**config.mk**
```make
export PLATFORM = sky130hd
export DESIGN_NAME = step_scheduler_flat
export DESIGN_NICKNAME = d
export VERILOG_FILES = /design/src/rtl/step_scheduler_if.sv /design/src/rtl/step_scheduler.sv /design/src/flat_wrapper.sv
export SDC_FILE = /design/constraint.sdc
export NUM_CORES = 1
export LEC_CHECK = 0
export BUFFER_PORTS_ARGS = -buffer_cell sky130_fd_sc_hd__buf_2
export CORE_MARGIN = 5
export CORE_UTILIZATION = 31
export DETAILED_ROUTE_END_ITERATION = 8
export PLACE_DENSITY = 0.54
export SLEW_MARGIN = 15
export SYNTH_ARGS = -nofsm -noshare
export SYNTH_HDL_FRONTEND = slang
export SYNTH_SLANG_ARGS = --single-unit
```
**constraint.sdc**
```tcl
create_clock -name CLOCK_50 -period 3.84 [get_ports CLOCK_50]
set_clock_uncertainty 0.1 [all_clocks]
set_input_delay 0.576 -clock CLOCK_50 [delete_from_list [all_inputs] [get_ports CLOCK_50]]
set_output_delay 0.576 -clock CLOCK_50 [all_outputs]
set_load 0.01 [all_outputs]
```
**src/rtl/step_scheduler_if.sv**
```systemverilog
// Control/pattern-write inputs and playback outputs of step_scheduler, bundled with
// master (stimulus side) and slave (scheduler side) modports.
interface step_scheduler_if #(
    parameter int STEPS  = 16,
    parameter int VOICES = 10
);
    localparam int SW = $clog2(STEPS);

    logic              Start;
    logic              Stop;
    logic [9:0]        BPM;
    logic [6:0]        Loops;
    logic              PatWe;
    logic [SW-1:0]     PatAddr;
    logic [VOICES-1:0] PatData;

    logic              Busy;
    logic [SW-1:0]     Step;
    logic              StepStrobe;
    logic              Trigger;
    logic [VOICES-1:0] Voice;
    logic [6:0]        LoopCount;
    logic              Done;

    modport master (
        output Start, Stop, BPM, Loops, PatWe, PatAddr, PatData,
        input  Busy, Step, StepStrobe, Trigger, Voice, LoopCount, Done
    );

    modport slave (
        input  Start, Stop, BPM, Loops, PatWe, PatAddr, PatData,
        output Busy, Step, StepStrobe, Trigger, Voice, LoopCount, Done
    );
endinterface

```
**src/rtl/step_scheduler.sv**
```systemverilog
// Pattern playback sequencer with an exact phase-accumulator tempo generator.
// Optional STEP_SCHEDULER_LIVE_BPM_EN: re-sample BPM at every step boundary.
module step_scheduler #(
    parameter int CLK_HZ = 50_000_000,
    parameter int STEPS  = 16,
    parameter int VOICES = 10
) (
    input  logic             CLOCK_50,
    input  logic             nReset,
    step_scheduler_if.slave  bus
);
    localparam int SW = $clog2(STEPS);
    // Accumulator wraps at 60*CLK_HZ; adding BPM per cycle yields BPM boundaries per minute.
    localparam logic [31:0] LIMIT = 32'(64'd60 * 64'(CLK_HZ));

    typedef enum logic {IDLE, PLAY} state_t;

    state_t            state;
    logic [VOICES-1:0] pattern [STEPS];
    logic [31:0]       acc;
    logic [9:0]        bpm_l;
    logic [6:0]        loops_l;

    logic [31:0]       sum;
    logic              boundary;
    logic              last_step;
    logic [SW-1:0]     next_step;
    logic [6:0]        loop_next;

    function automatic logic [9:0] clamp_bpm(input logic [9:0] b);
        if (b < 10'd30)  return 10'd30;
        if (b > 10'd300) return 10'd300;
        return b;
    endfunction

    assign sum       = acc + 32'(bpm_l);
    assign boundary  = (sum >= LIMIT);
    assign last_step = (bus.Step == SW'(STEPS - 1));
    assign next_step = last_step ? '0 : bus.Step + SW'(1);
    assign loop_next = bus.LoopCount + 7'd1;

    always_ff @(posedge CLOCK_50) begin
        if (!nReset) begin
            state          <= IDLE;
            acc            <= '0;
            bpm_l          <= 10'd30;
            loops_l        <= '0;
            bus.Busy       <= 1'b0;
            bus.Step       <= '0;
            bus.StepStrobe <= 1'b0;
            bus.Trigger    <= 1'b0;
            bus.Voice      <= '0;
            bus.LoopCount  <= '0;
            bus.Done       <= 1'b0;
            for (int i = 0; i < STEPS; i++) pattern[i] <= '0;
        end else begin
            bus.StepStrobe <= 1'b0;
            bus.Trigger    <= 1'b0;
            bus.Done       <= 1'b0;

            if (bus.PatWe) pattern[bus.PatAddr] <= bus.PatData;

            if (bus.Stop) begin
                // Abort: Step/Voice/LoopCount keep their last values.
                state    <= IDLE;
                bus.Busy <= 1'b0;
            end else if (bus.Start) begin
                state          <= PLAY;
                bus.Busy       <= 1'b1;
                bpm_l          <= clamp_bpm(bus.BPM);
                loops_l        <= bus.Loops;
                acc            <= '0;
                bus.LoopCount  <= '0;
                bus.Step       <= '0;
                bus.StepStrobe <= 1'b1;
                bus.Voice      <= pattern[0];
                bus.Trigger    <= |pattern[0];
            end else if (state == PLAY) begin
                if (boundary) begin
                    acc <= sum - LIMIT;
`ifdef STEP_SCHEDULER_LIVE_BPM_EN
                    bpm_l <= clamp_bpm(bus.BPM);
`endif
                    if (last_step) bus.LoopCount <= loop_next;
                    if (last_step && loops_l != 7'd0 && loop_next == loops_l) begin
                        state    <= IDLE;
                        bus.Busy <= 1'b0;
                        bus.Done <= 1'b1;
                    end else begin
                        bus.Step       <= next_step;
                        bus.StepStrobe <= 1'b1;
                        bus.Voice      <= pattern[next_step];
                        bus.Trigger    <= |pattern[next_step];
                    end
                end else begin
                    acc <= sum;
                end
            end
        end
    end
endmodule

```
**src/flat_wrapper.sv**
```systemverilog
// flat-port wrapper written by rule: the top's interface ports become plain ports
module step_scheduler_flat 
#(
    parameter int CLK_HZ = 50_000_000,
    parameter int STEPS  = 16,
    parameter int VOICES = 10
)
  (CLOCK_50, nReset, bus_Start, bus_Stop, bus_BPM, bus_Loops, bus_PatWe, bus_PatAddr, bus_PatData, bus_Busy, bus_Step, bus_StepStrobe, bus_Trigger, bus_Voice, bus_LoopCount, bus_Done);
  step_scheduler_if #(.STEPS(STEPS), .VOICES(VOICES)) bus_i ();
  input  logic CLOCK_50;
  input  logic nReset;
  input wire logic [$bits(bus_i.Start)-1:0] bus_Start;
  input wire logic [$bits(bus_i.Stop)-1:0] bus_Stop;
  input wire logic [$bits(bus_i.BPM)-1:0] bus_BPM;
  input wire logic [$bits(bus_i.Loops)-1:0] bus_Loops;
  input wire logic [$bits(bus_i.PatWe)-1:0] bus_PatWe;
  input wire logic [$bits(bus_i.PatAddr)-1:0] bus_PatAddr;
  input wire logic [$bits(bus_i.PatData)-1:0] bus_PatData;
  output wire logic [$bits(bus_i.Busy)-1:0] bus_Busy;
  output wire logic [$bits(bus_i.Step)-1:0] bus_Step;
  output wire logic [$bits(bus_i.StepStrobe)-1:0] bus_StepStrobe;
  output wire logic [$bits(bus_i.Trigger)-1:0] bus_Trigger;
  output wire logic [$bits(bus_i.Voice)-1:0] bus_Voice;
  output wire logic [$bits(bus_i.LoopCount)-1:0] bus_LoopCount;
  output wire logic [$bits(bus_i.Done)-1:0] bus_Done;
  assign bus_i.Start = bus_Start;
  assign bus_i.Stop = bus_Stop;
  assign bus_i.BPM = bus_BPM;
  assign bus_i.Loops = bus_Loops;
  assign bus_i.PatWe = bus_PatWe;
  assign bus_i.PatAddr = bus_PatAddr;
  assign bus_i.PatData = bus_PatData;
  assign bus_Busy = bus_i.Busy;
  assign bus_Step = bus_i.Step;
  assign bus_StepStrobe = bus_i.StepStrobe;
  assign bus_Trigger = bus_i.Trigger;
  assign bus_Voice = bus_i.Voice;
  assign bus_LoopCount = bus_i.LoopCount;
  assign bus_Done = bus_i.Done;
  step_scheduler #(.CLK_HZ(CLK_HZ), .STEPS(STEPS), .VOICES(VOICES)) u_core (.CLOCK_50(CLOCK_50), .nReset(nReset), .bus(bus_i));
endmodule
```
==> summary.log, run 1 <==
INFO  drt            average_vias_per_placed_instance=5.02
INFO  power_and_ir_drop vdd_drop_max=0.336mV
INFO  drt            post_route_drc_violation_count=0
INFO  run            max_cap_violations=0
INFO  global_routing most_crowded_layer_gr=met2
INFO  clock_network  cts.clk_slew.worst_paths=60ps
INFO  cells_and_area nets=1269
INFO  synthesis      yosys-mux-area-fraction=9.43%
INFO  global_routing global_route.usage.met3=2.61%
INFO  synthesis      synthAdderAreaFrac=1.60%
INFO  floorplan      fp.coreArea=0.0387mm²
INFO  timing         finalHoldViolations=0
INFO  worst_setup_path worst_setup_path_end_kind=register
INFO  drt            wire_per_inst=19.4µm
INFO  clock_network  cts_tree=built
INFO  run_status     outcome=complete, but fails checks
INFO  synthesis      combined_area_of_all_synthesized_cells=0.0121mm²
INFO  placement      place_ws=-184ps
INFO  drt            finalWirelength=34200µm
INFO  worst_setup_path worst-endpoint-arrival=4240ps
INFO  clock_network  clock-sinks=235
INFO  synthesis      synthXorXnorAreaFrac=3.82%
INFO  clock_network  post_cts_hold_buffer_count=0
INFO  placement      gp_routability_congestion=0.871
INFO  clock_network  cts.htree.levels=1
INFO  cells_and_area finalCoreUtilization=39.0%
INFO  placement      portBuffers=60
INFO  timing         grt_setup_unrepaired=true
INFO  drt            drtIter0Drc=578
INFO  synthesis      avgSynthCellArea=11.4µm²
INFO  power_and_ir_drop ratio_of_total_power_to_cell_area=411mW/mm²
INFO  worst_setup_path start_to_end_type_of_the_worst_setup_path=register to register
INFO  drt            count_of_vias_placed_by_the_detailed_router=8835
INFO  synthesis      syn-instance-count=1068
INFO  cells_and_area areaGrowthSynthToFinish=24.4%
INFO  synthesis      simple_gate_portion_of_the_synthesized_area=20.4%
INFO  drt            drt.antenna.violating_nets=0
INFO  worst_setup_path cp_data_required_time=4190ps
INFO  floorplan      fp.dieArea=0.0432mm²
INFO  synthesis      synth_warnings=0
INFO  clock_network  clkLatencyLatePin=560ps
INFO  global_routing grt_antenna_before_repair=1
INFO  synthesis      synth_top_flop_cell=sky130_fd_sc_hd__edfxtp_1
INFO  worst_setup_path setup.reg_to_reg.worst_slack=-50ps
INFO  synthesis      synth_async_sr_flop_share=0%
INFO  timing         fmax=0.257GHz
INFO  clock_network  tritoncts.num_buffers=28
INFO  synthesis      synth_compound_gate_area_share=10.3%
INFO  floorplan      ios=61
INFO  timing         max_slew.worst_pin.slew=899ps
INFO  synthesis      postSynthRegisterBits=235
INFO  global_routing grtUsageMet1=19.9%
INFO  timing         slew_viol_final=0
INFO  timing         setup-violations-final=10
INFO  global_routing pin_count_of_the_biggest_net_entering_global_routing=62
INFO  drt            drtPass1Iterations=7
INFO  timing         finalWorstPathRequiredPeriod=3890ps
INFO  cells_and_area fillers=3805
INFO  clock_network  cts_root_buf=sky130_fd_sc_hd__clkbuf_16
INFO  synthesis      synth-edff-count=160
INFO  synthesis      postSynthNetCount=1118
INFO  cells_and_area drive_above_1_share=27.7%
INFO  synthesis      seq_area_frac_synth=51.9%
INFO  global_routing grt_pass1_wl=52900µm
INFO  timing         period_share=101%
INFO  min_path       min_path_type=primary input to register
INFO  power_and_ir_drop cellLeakagePower=5.59nW
INFO  synthesis      yosysUniqueCellTypes=78
INFO  floorplan      floorplan.initialDensity=31.3%
INFO  global_routing gr-usage-met2=27.0%
INFO  timing         slew_headroom=39.5%
INFO  global_routing grt_pass1_vias=9106
INFO  run_status     violations=negative setup slack
INFO  worst_setup_path critical_path.startpoint_type=register
INFO  timing         worst_slack=-49.4ps
INFO  synthesis      synth_top_family_by_area=simple AND/OR/NAND/NOR gates
INFO  global_routing gr-total-overflow=0
INFO  clock_network  cts_max_path_buffers=3
INFO  placement      place_hpwl=24100µm
INFO  floorplan      die_x=208µm
INFO  global_routing overall_routing_resource_usage=15.3%
INFO  floorplan      placementRows=72
INFO  worst_setup_path timing.critical_path.fanout_max=6
INFO  timing         hold_slack=158ps
INFO  floorplan      die_height=208µm
## final cells by class
cell class / instances / area [µm²] / area share (%)
clock inverter: 14 / 205 / 1.36
antenna: 1 / 2.50 / 0.0166
sequential: 235 / 6310 / 41.8
tap: 518 / 648 / 4.29
multi-input combinational: 759 / 5800 / 38.4
timing repair buffer: 183 / 1310 / 8.67
clock buffer: 38 / 788 / 5.22
inverter: 12 / 45.0 / 0.298
## worst paths after layout
check | start | endpoint | cells after the start
setup / recovery | u_core.acc[0] | u_core.bus.LoopCount[0] | 14
hold / removal | bus_Loops[3] | u_core.loops_l[3] | 3
setup reg to reg | u_core.acc[0] | u_core.bus.LoopCount[0] | 14
hold reg to reg | u_core.bpm_l[7] | u_core.bpm_l[7] | 2
## per-stage QoR
step	total power, W	instance area (µm²)	setup TNS (ps)	std cells
2_1_floorplan	0.00320	12200	-8.38	1068
3_3_place_gp	0.00342	13800	-359	1695
3_5_place_dp	0.00342	13800	-1590	1695
4_1_cts	0.00627	14900	-2040	1755
5_1_grt	0.00642	15100	-3520	1759
6_report	0.00621	15100	-186	1760
## cells in the mapped netlist, types with 16 or more instances
| library cell | n | share of area (%) |
|---|---|---|
| sky130_fd_sc_hd__nor2_1 | 42 | 1.3 |
| sky130_fd_sc_hd__a21oi_1 | 33 | 1.4 |
| sky130_fd_sc_hd__nand2_1 | 97 | 3.0 |
| sky130_fd_sc_hd__edfxtp_1 | 160 | 40 |
| sky130_fd_sc_hd__xor2_1 | 20 | 1.4 |
| sky130_fd_sc_hd__o21ai_0 | 47 | 1.9 |
| sky130_fd_sc_hd__nor3_1 | 16 | 0.66 |
| sky130_fd_sc_hd__xnor2_1 | 33 | 2.4 |
| sky130_fd_sc_hd__and2_1 | 164 | 8.5 |
| sky130_fd_sc_hd__nor2b_1 | 18 | 0.93 |
| sky130_fd_sc_hd__mux4_2 | 49 | 9.1 |
| sky130_fd_sc_hd__clkbuf_1 | 46 | 1.4 |
| sky130_fd_sc_hd__nand3_1 | 36 | 1.5 |
| sky130_fd_sc_hd__dfxtp_1 | 75 | 12 |
## layout by cell type, fill, tap and decap left out, drive strengths merged, types with 20 or more instances in the layout
cell type  instances
and2             165
a21oi             35
o21ai             53
clkbuf            38
edfxtp           160
nand2             97
mux4              49
nand3             36
buf              183
dfxtp             75
xnor2             33
xor2              20
nor2              43
## registers in the layout, indices dropped and copies added, names as in the netlist
register and count:
u_core.bpm_l 10, u_core.bus.Step 4, u_core.bus.Busy 1, u_core.state 1, u_core.bus.Voice 10, u_core.acc 32
u_core.pattern 160, u_core.bus.Done 1, u_core.bus.StepStrobe 1, u_core.loops_l 7, u_core.bus.LoopCount 7, u_core.bus.Trigger 1
## cell families after synthesis
kind of cell | Yosys count
mux | 53
xor+xnor | 53
flops | 235
buf+inv | 74
fa+ha+maj | 15
simple gates | 452
compound gates | 186
## critical path, stage by stage (launching register included)
cell                       delay (ps)
sky130_fd_sc_hd__dfxtp_2          340
sky130_fd_sc_hd__ha_4             160
sky130_fd_sc_hd__fa_2             350
sky130_fd_sc_hd__a21o_1           220
sky130_fd_sc_hd__a221o_1          360
sky130_fd_sc_hd__a21boi_4         240
sky130_fd_sc_hd__nor4b_4           90
sky130_fd_sc_hd__xnor2_1          150
sky130_fd_sc_hd__or3_4            410
sky130_fd_sc_hd__a211o_1          320
sky130_fd_sc_hd__a21oi_4          250
sky130_fd_sc_hd__or2_4            220
sky130_fd_sc_hd__a21oi_2           50
sky130_fd_sc_hd__o21a_2           250
sky130_fd_sc_hd__mux2_4           270
## power breakdown
group	total (W)	switching, W	internal, W
sequential	0.00286	0.0000459	0.00282
combinational	0.000507	0.000290	0.000217
clock	0.00283	0.00112	0.00172
## what timing repair did
| action | in CTS | in global routing |
|---|---|---|
| gates resized for setup | 13 | 62 |
| pin swaps | 20 | 25 |
| setup buffers | 8 | 4 |
| setup endpoints to repair | 31 | 48 |
## per-layer routing
layer	vias up	routed length [µm]	part of all wire (%)
met5	-	0	0
met4	0	705	2.1
met3	53	1600	4.7
met2	220	17000	50
met1	4335	14900	44
li1	4227	-	-
No activity file was read; power rests on OpenSTA's default activity.
==> inputs of run 2 (changes only) <==
--- a/config.mk
+++ b/config.mk
@@ -5,6 +5,7 @@
 export SDC_FILE = /design/constraint.sdc
 export NUM_CORES = 1
 export LEC_CHECK = 0
+export ABC_AREA = 1
 export BUFFER_PORTS_ARGS = -buffer_cell sky130_fd_sc_hd__buf_2
 export CORE_MARGIN = 5
 export CORE_UTILIZATION = 31
==> run 2 against run 1 <==
Count of clock-buffer cells in the layout down 3. Sequential share of layout area up 1.6 points. Routed wire length up 14%. The flow now finishes without violations. First-iteration DRC count up 42%. Sequential power about the same. Critical endpoint is now u_core.bus.Trigger. Non-clock buffer count down 98.
==> summary.log, run 2 <==
INFO  run_status     outcome=finished clean
INFO  clock_network  post_cts_resize_count=0 [-13]
INFO  timing         max_slew.worst_pin.slew=829ps [-69.5 ps]
INFO  clock_network  cts.clk_slew.worst_paths=60ps [about the same]
INFO  cells_and_area fillers=4288 [+13%]
INFO  drt            drt.antenna.violating_nets=0 [unchanged]
INFO  global_routing grt_pass1_vias=10700 [+18%]
INFO  synthesis      avgSynthCellArea=7.67µm² [-33%]
INFO  cells_and_area stdcell_count=2248 [+28%]
INFO  power_and_ir_drop total_switching_power=0.00152W [+4.8%]
INFO  synthesis      post_synth_main_area_contributors=sky130_fd_sc_hd__edfxtp_1, sky130_fd_sc_hd__nand2_1, sky130_fd_sc_hd__dfxtp_1
INFO  clock_network  post_cts_hold_buffer_count=0 [unchanged]
INFO  cells_and_area final-seq-area=0.00631mm² [about the same]
INFO  worst_setup_path worst-endpoint-arrival=3940ps [-300 ps]
INFO  cells_and_area insertedDiodeCount=0 [-1]
INFO  min_path       min_path_type=primary input to register
INFO  drt            met3WireLength=1940µm [+22%]
INFO  power_and_ir_drop power=0.00607W [-2.1%]
INFO  cells_and_area multiInputGateArea=0.00560mm² [-3.3%]
INFO  clock_network  tritoncts.num_buffers=27 [-3.6%]
INFO  timing         finalWorstPathRequiredPeriod=3540ps [-351 ps]
INFO  worst_setup_path critical_path.top_delay_family=simple AND/OR/NAND/NOR gates
INFO  timing         setup-tns-final=0ps [+186 ps]
INFO  timing         fmax=0.283GHz [+9.9%]
INFO  drt            average_vias_per_placed_instance=5.00 [-0.41%]
INFO  cells_and_area regMostFlops=u_core.pattern
INFO  drt            wire_per_inst=17.3µm [-11%]
INFO  placement      gp_routability_congestion=0.856 [-1.7%]
INFO  floorplan      fp.dieArea=0.0453mm² [+4.9%]
INFO  clock_network  post_cts_repair_setup_buffers=0 [-8]
INFO  drt            post_route_drc_violation_count=0 [unchanged]
INFO  worst_setup_path cp_data_required_time=4240ps [+50 ps]
INFO  clock_network  cts_max_path_buffers=3 [unchanged]
INFO  clock_network  cts_root_buf=sky130_fd_sc_hd__clkbuf_16
INFO  cells_and_area layout_commonest_cell=sky130_fd_sc_hd__nand2_1
INFO  placement      placed_cells_incl_taps=2198 [+30%]
INFO  clock_network  clock-sinks=235 [unchanged]
INFO  drt            met2_wirelength=18300µm [+7.7%]
INFO  timing         grt_setup_unrepaired=false
INFO  power_and_ir_drop cellLeakagePower=6.03nW [+7.9%]
INFO  power_and_ir_drop pwr-share-comb=8.6% [+0.4 points]
INFO  cells_and_area number_of_flip_flops_in_the_largest_register=160 [unchanged]
INFO  placement      portBuffers=60 [unchanged]
INFO  synthesis      yosysUniqueCellTypes=45 [-42%]
INFO  cells_and_area nets=1745 [+38%]
INFO  synthesis      combined_area_of_all_synthesized_cells=0.0128mm² [+5.1%]
INFO  floorplan      placementRows=74 [+2.8%]
INFO  timing         slew_viol_final=0 [unchanged]
INFO  drt            drtPass1Iterations=5 [-2]
INFO  synthesis      synth_top_area_share=37.6% [-1.9 points]
INFO  synthesis      synth_warnings=0 [unchanged]
INFO  power_and_ir_drop power_frac_clock=44.2% [-1.5 points]
INFO  worst_setup_path critPathBufInv=0 [unchanged]
INFO  global_routing gr-total-overflow=0 [unchanged]
INFO  timing         slew_headroom=44.7% [+5.2 points]
INFO  clock_network  cts_tree=built
INFO  global_routing overall_routing_resource_usage=17.0% [+1.6 points]
INFO  global_routing grt_pass1_wl=61000µm [+15%]
INFO  drt            count_of_vias_placed_by_the_detailed_router=11200 [+27%]
INFO  synthesis      seq_area_frac_synth=49.4% [-2.5 points]
INFO  worst_setup_path start_to_end_type_of_the_worst_setup_path=register to register
INFO  synthesis      postSynthRegisterBits=235 [unchanged]
INFO  worst_setup_path critPathSlowestCell=sky130_fd_sc_hd__fa_1
INFO  synthesis      post-synth-top-count-cell=sky130_fd_sc_hd__nand2_1
INFO  timing         worst_slack=301ps [+351 ps]
INFO  clock_network  cts.htree.levels=1 [unchanged]
INFO  worst_setup_path timing.critical_path.fanout_max=17 [+11]
INFO  worst_setup_path critical-path-max-stage-delay=490ps [+80 ps]
INFO  synthesis      synth_async_sr_flop_share=0% [unchanged]
INFO  cells_and_area drive_above_1_share=9.79% [-18 points]
INFO  power_and_ir_drop vdd_drop_max=0.231mV [-31%]
INFO  drt            wirelength_met1=17900µm [+20%]
INFO  global_routing pin_count_of_the_biggest_net_entering_global_routing=55 [-11%]
INFO  drt            drtIter0Drc=822 [+42%]
INFO  run            max_cap_violations=0 [unchanged]
INFO  floorplan      floorplan.initialDensity=31.3% [about the same]
INFO  cells_and_area biggestRegsByFlops=u_core.pattern (160), u_core.acc (32)
INFO  floorplan      fp.coreArea=0.0407mm² [+5.2%]
INFO  timing         period_share=92.1% [-9.1 points]
INFO  power_and_ir_drop ratio_of_total_power_to_cell_area=418mW/mm² [+1.7%]
INFO  power_and_ir_drop sequentialPowerShare=47.1% [+0.9 points]
INFO  cells_and_area leading_cell_types_in_the_layout_fill_and_taps_excluded=sky130_fd_sc_hd__nand2_1, sky130_fd_sc_hd__nor2_1, sky130_fd_sc_hd__edfxtp_1, sky130_fd_sc_hd__inv_1, sky130_fd_sc_hd__nand3_1
INFO  floorplan      ios=61 [unchanged]
INFO  synthesis      synth.top_cells.by_count=sky130_fd_sc_hd__nand2_1, sky130_fd_sc_hd__nor2_1, sky130_fd_sc_hd__edfxtp_1, sky130_fd_sc_hd__inv_1, sky130_fd_sc_hd__nand3_1
INFO  synthesis      synth_top_flop_cell=sky130_fd_sc_hd__edfxtp_1
INFO  worst_setup_path critical_path.startpoint_type=register
INFO  synthesis      synth-edff-count=160 [unchanged]
INFO  cells_and_area layout.cell_area.non_filler=0.0145mm² [-3.8%]
INFO  timing         setup-violations-final=0 [-10]
INFO  power_and_ir_drop p_int=0.00455W [-4.3%]
INFO  placement      place_ws=368ps [+552 ps]
INFO  drt            maxUsedRoutingLayer=met5
INFO  cells_and_area areaGrowthSynthToFinish=13.9%
INFO  placement      dpl_cell_area=0.0136mm² [-1.0%]
INFO  placement      place_hpwl=27200µm [+13%]
INFO  timing         finalHoldViolations=0 [unchanged]
INFO  worst_setup_path crit_chain=ha_1 -> fa_1 -> nand3_1 -> nand3_1 -> nand3_1 -> nand3_2 -> nand3_1 -> nand2_1 -> nor2_1 -> nand2_1 -> nor2_2 -> nand3_2 -> nand4_2 -> nand3_4 -> nor2_1 -> o21a_1
INFO  worst_setup_path cp_common_cell=sky130_fd_sc_hd__nand3_1
INFO  global_routing grt_antenna_before_repair=1 [unchanged]
INFO  floorplan      die_x=213µm [+2.4%]
INFO  synthesis      postSynthNetCount=1714 [+53%]
INFO  drt            finalWirelength=39000µm [+14%]
INFO  synthesis      synth.largest_area_cell=sky130_fd_sc_hd__edfxtp_1
INFO  floorplan      die_height=213µm [+2.4%]
INFO  clock_network  clkLatencyLatePin=580ps [+20 ps]
INFO  worst_setup_path worst_setup_path_end_kind=register
INFO  synthesis      syn-instance-count=1664 [+56%]
INFO  power_and_ir_drop p_sw_share=25.1% [+1.7 points]
==> run 2: cell types whose count changed after synthesis, sizes merged, moves of 22 or more <==
| cell | change |
|---|---|
| nand3 | +78 |
| nor2 | +276 |
| inv | +121 |
| and2 | -165 |
| mux4 | -49 |
| xnor2 | -29 |
| clkbuf | +25 |
| a21oi | +48 |
| nand4 | +22 |
| nand2 | +369 |
| o21ai | +26 |
==> run 2: cell families after synthesis <==
family | Yosys count | synth area share (%)
compound gates | 216 | 9.58
xor+xnor | 17 | 1.17
fa+ha+maj | 14 | 1.43
buf+inv | 219 | 6.74
flops | 235 | 49.4
simple gates | 963 | 31.7
==> run 2: layer usage <==
layer	up-vias	global-route usage (%)
li1	5575	-
met1	5350	23.2
met2	257	28.6
met3	55	2.25
met4	2	4.37
met5	-	0
==> run 2: metrics by stage <==
stage | hold WS [ps] | util [%]
global route | 123 | 35.7
floorplan | 319 | -
finish | 119 | 35.7
CTS | 99.1 | 35.7
detailed placement | 352 | 33.4
global placement | 343 | 33.4
==> run 2: cell type report <==
class | count | share of cell area, %
Tap cell | 532 | 4.58
Clock buffer | 35 | 5.14
Sequential cell | 235 | 43.4
Inverter | 136 | 3.51
Clock inverter | 15 | 1.21
Timing Repair Buffer | 85 | 3.62
Multi-Input combinational cell | 1210 | 38.5
==> run 2: power by group through the flow <==
stage | clock network [W] | registers [W] | logic (W)
finish | 0.00269 | 0.00286 | 0.000524
global route | 0.00284 | 0.00287 | 0.000582
CTS | 0.00275 | 0.00286 | 0.000527
detailed placement | 0 | 0.00292 | 0.000524
global placement | 0 | 0.00291 | 0.000520
floorplan | 0 | 0.00290 | 0.000334
==> run 2: worst min-delay path, delay by kind of cell <==
kind          cells  cell delay, ps
simple gates      2             110
buf+inv           1              80
==> run 2: final timing paths <==
check | start | to | slack, ps | cells past startpoint
hold reg to reg | u_core.bus.Voice[8] | u_core.bus.Voice[8] | 360 | 2
setup / recovery | u_core.bpm_l[0] | u_core.bus.Trigger | 300 | 16
hold / removal | bus_Loops[4] | u_core.loops_l[4] | 120 | 3
setup reg to reg | u_core.bpm_l[0] | u_core.bus.Trigger | 300 | 16
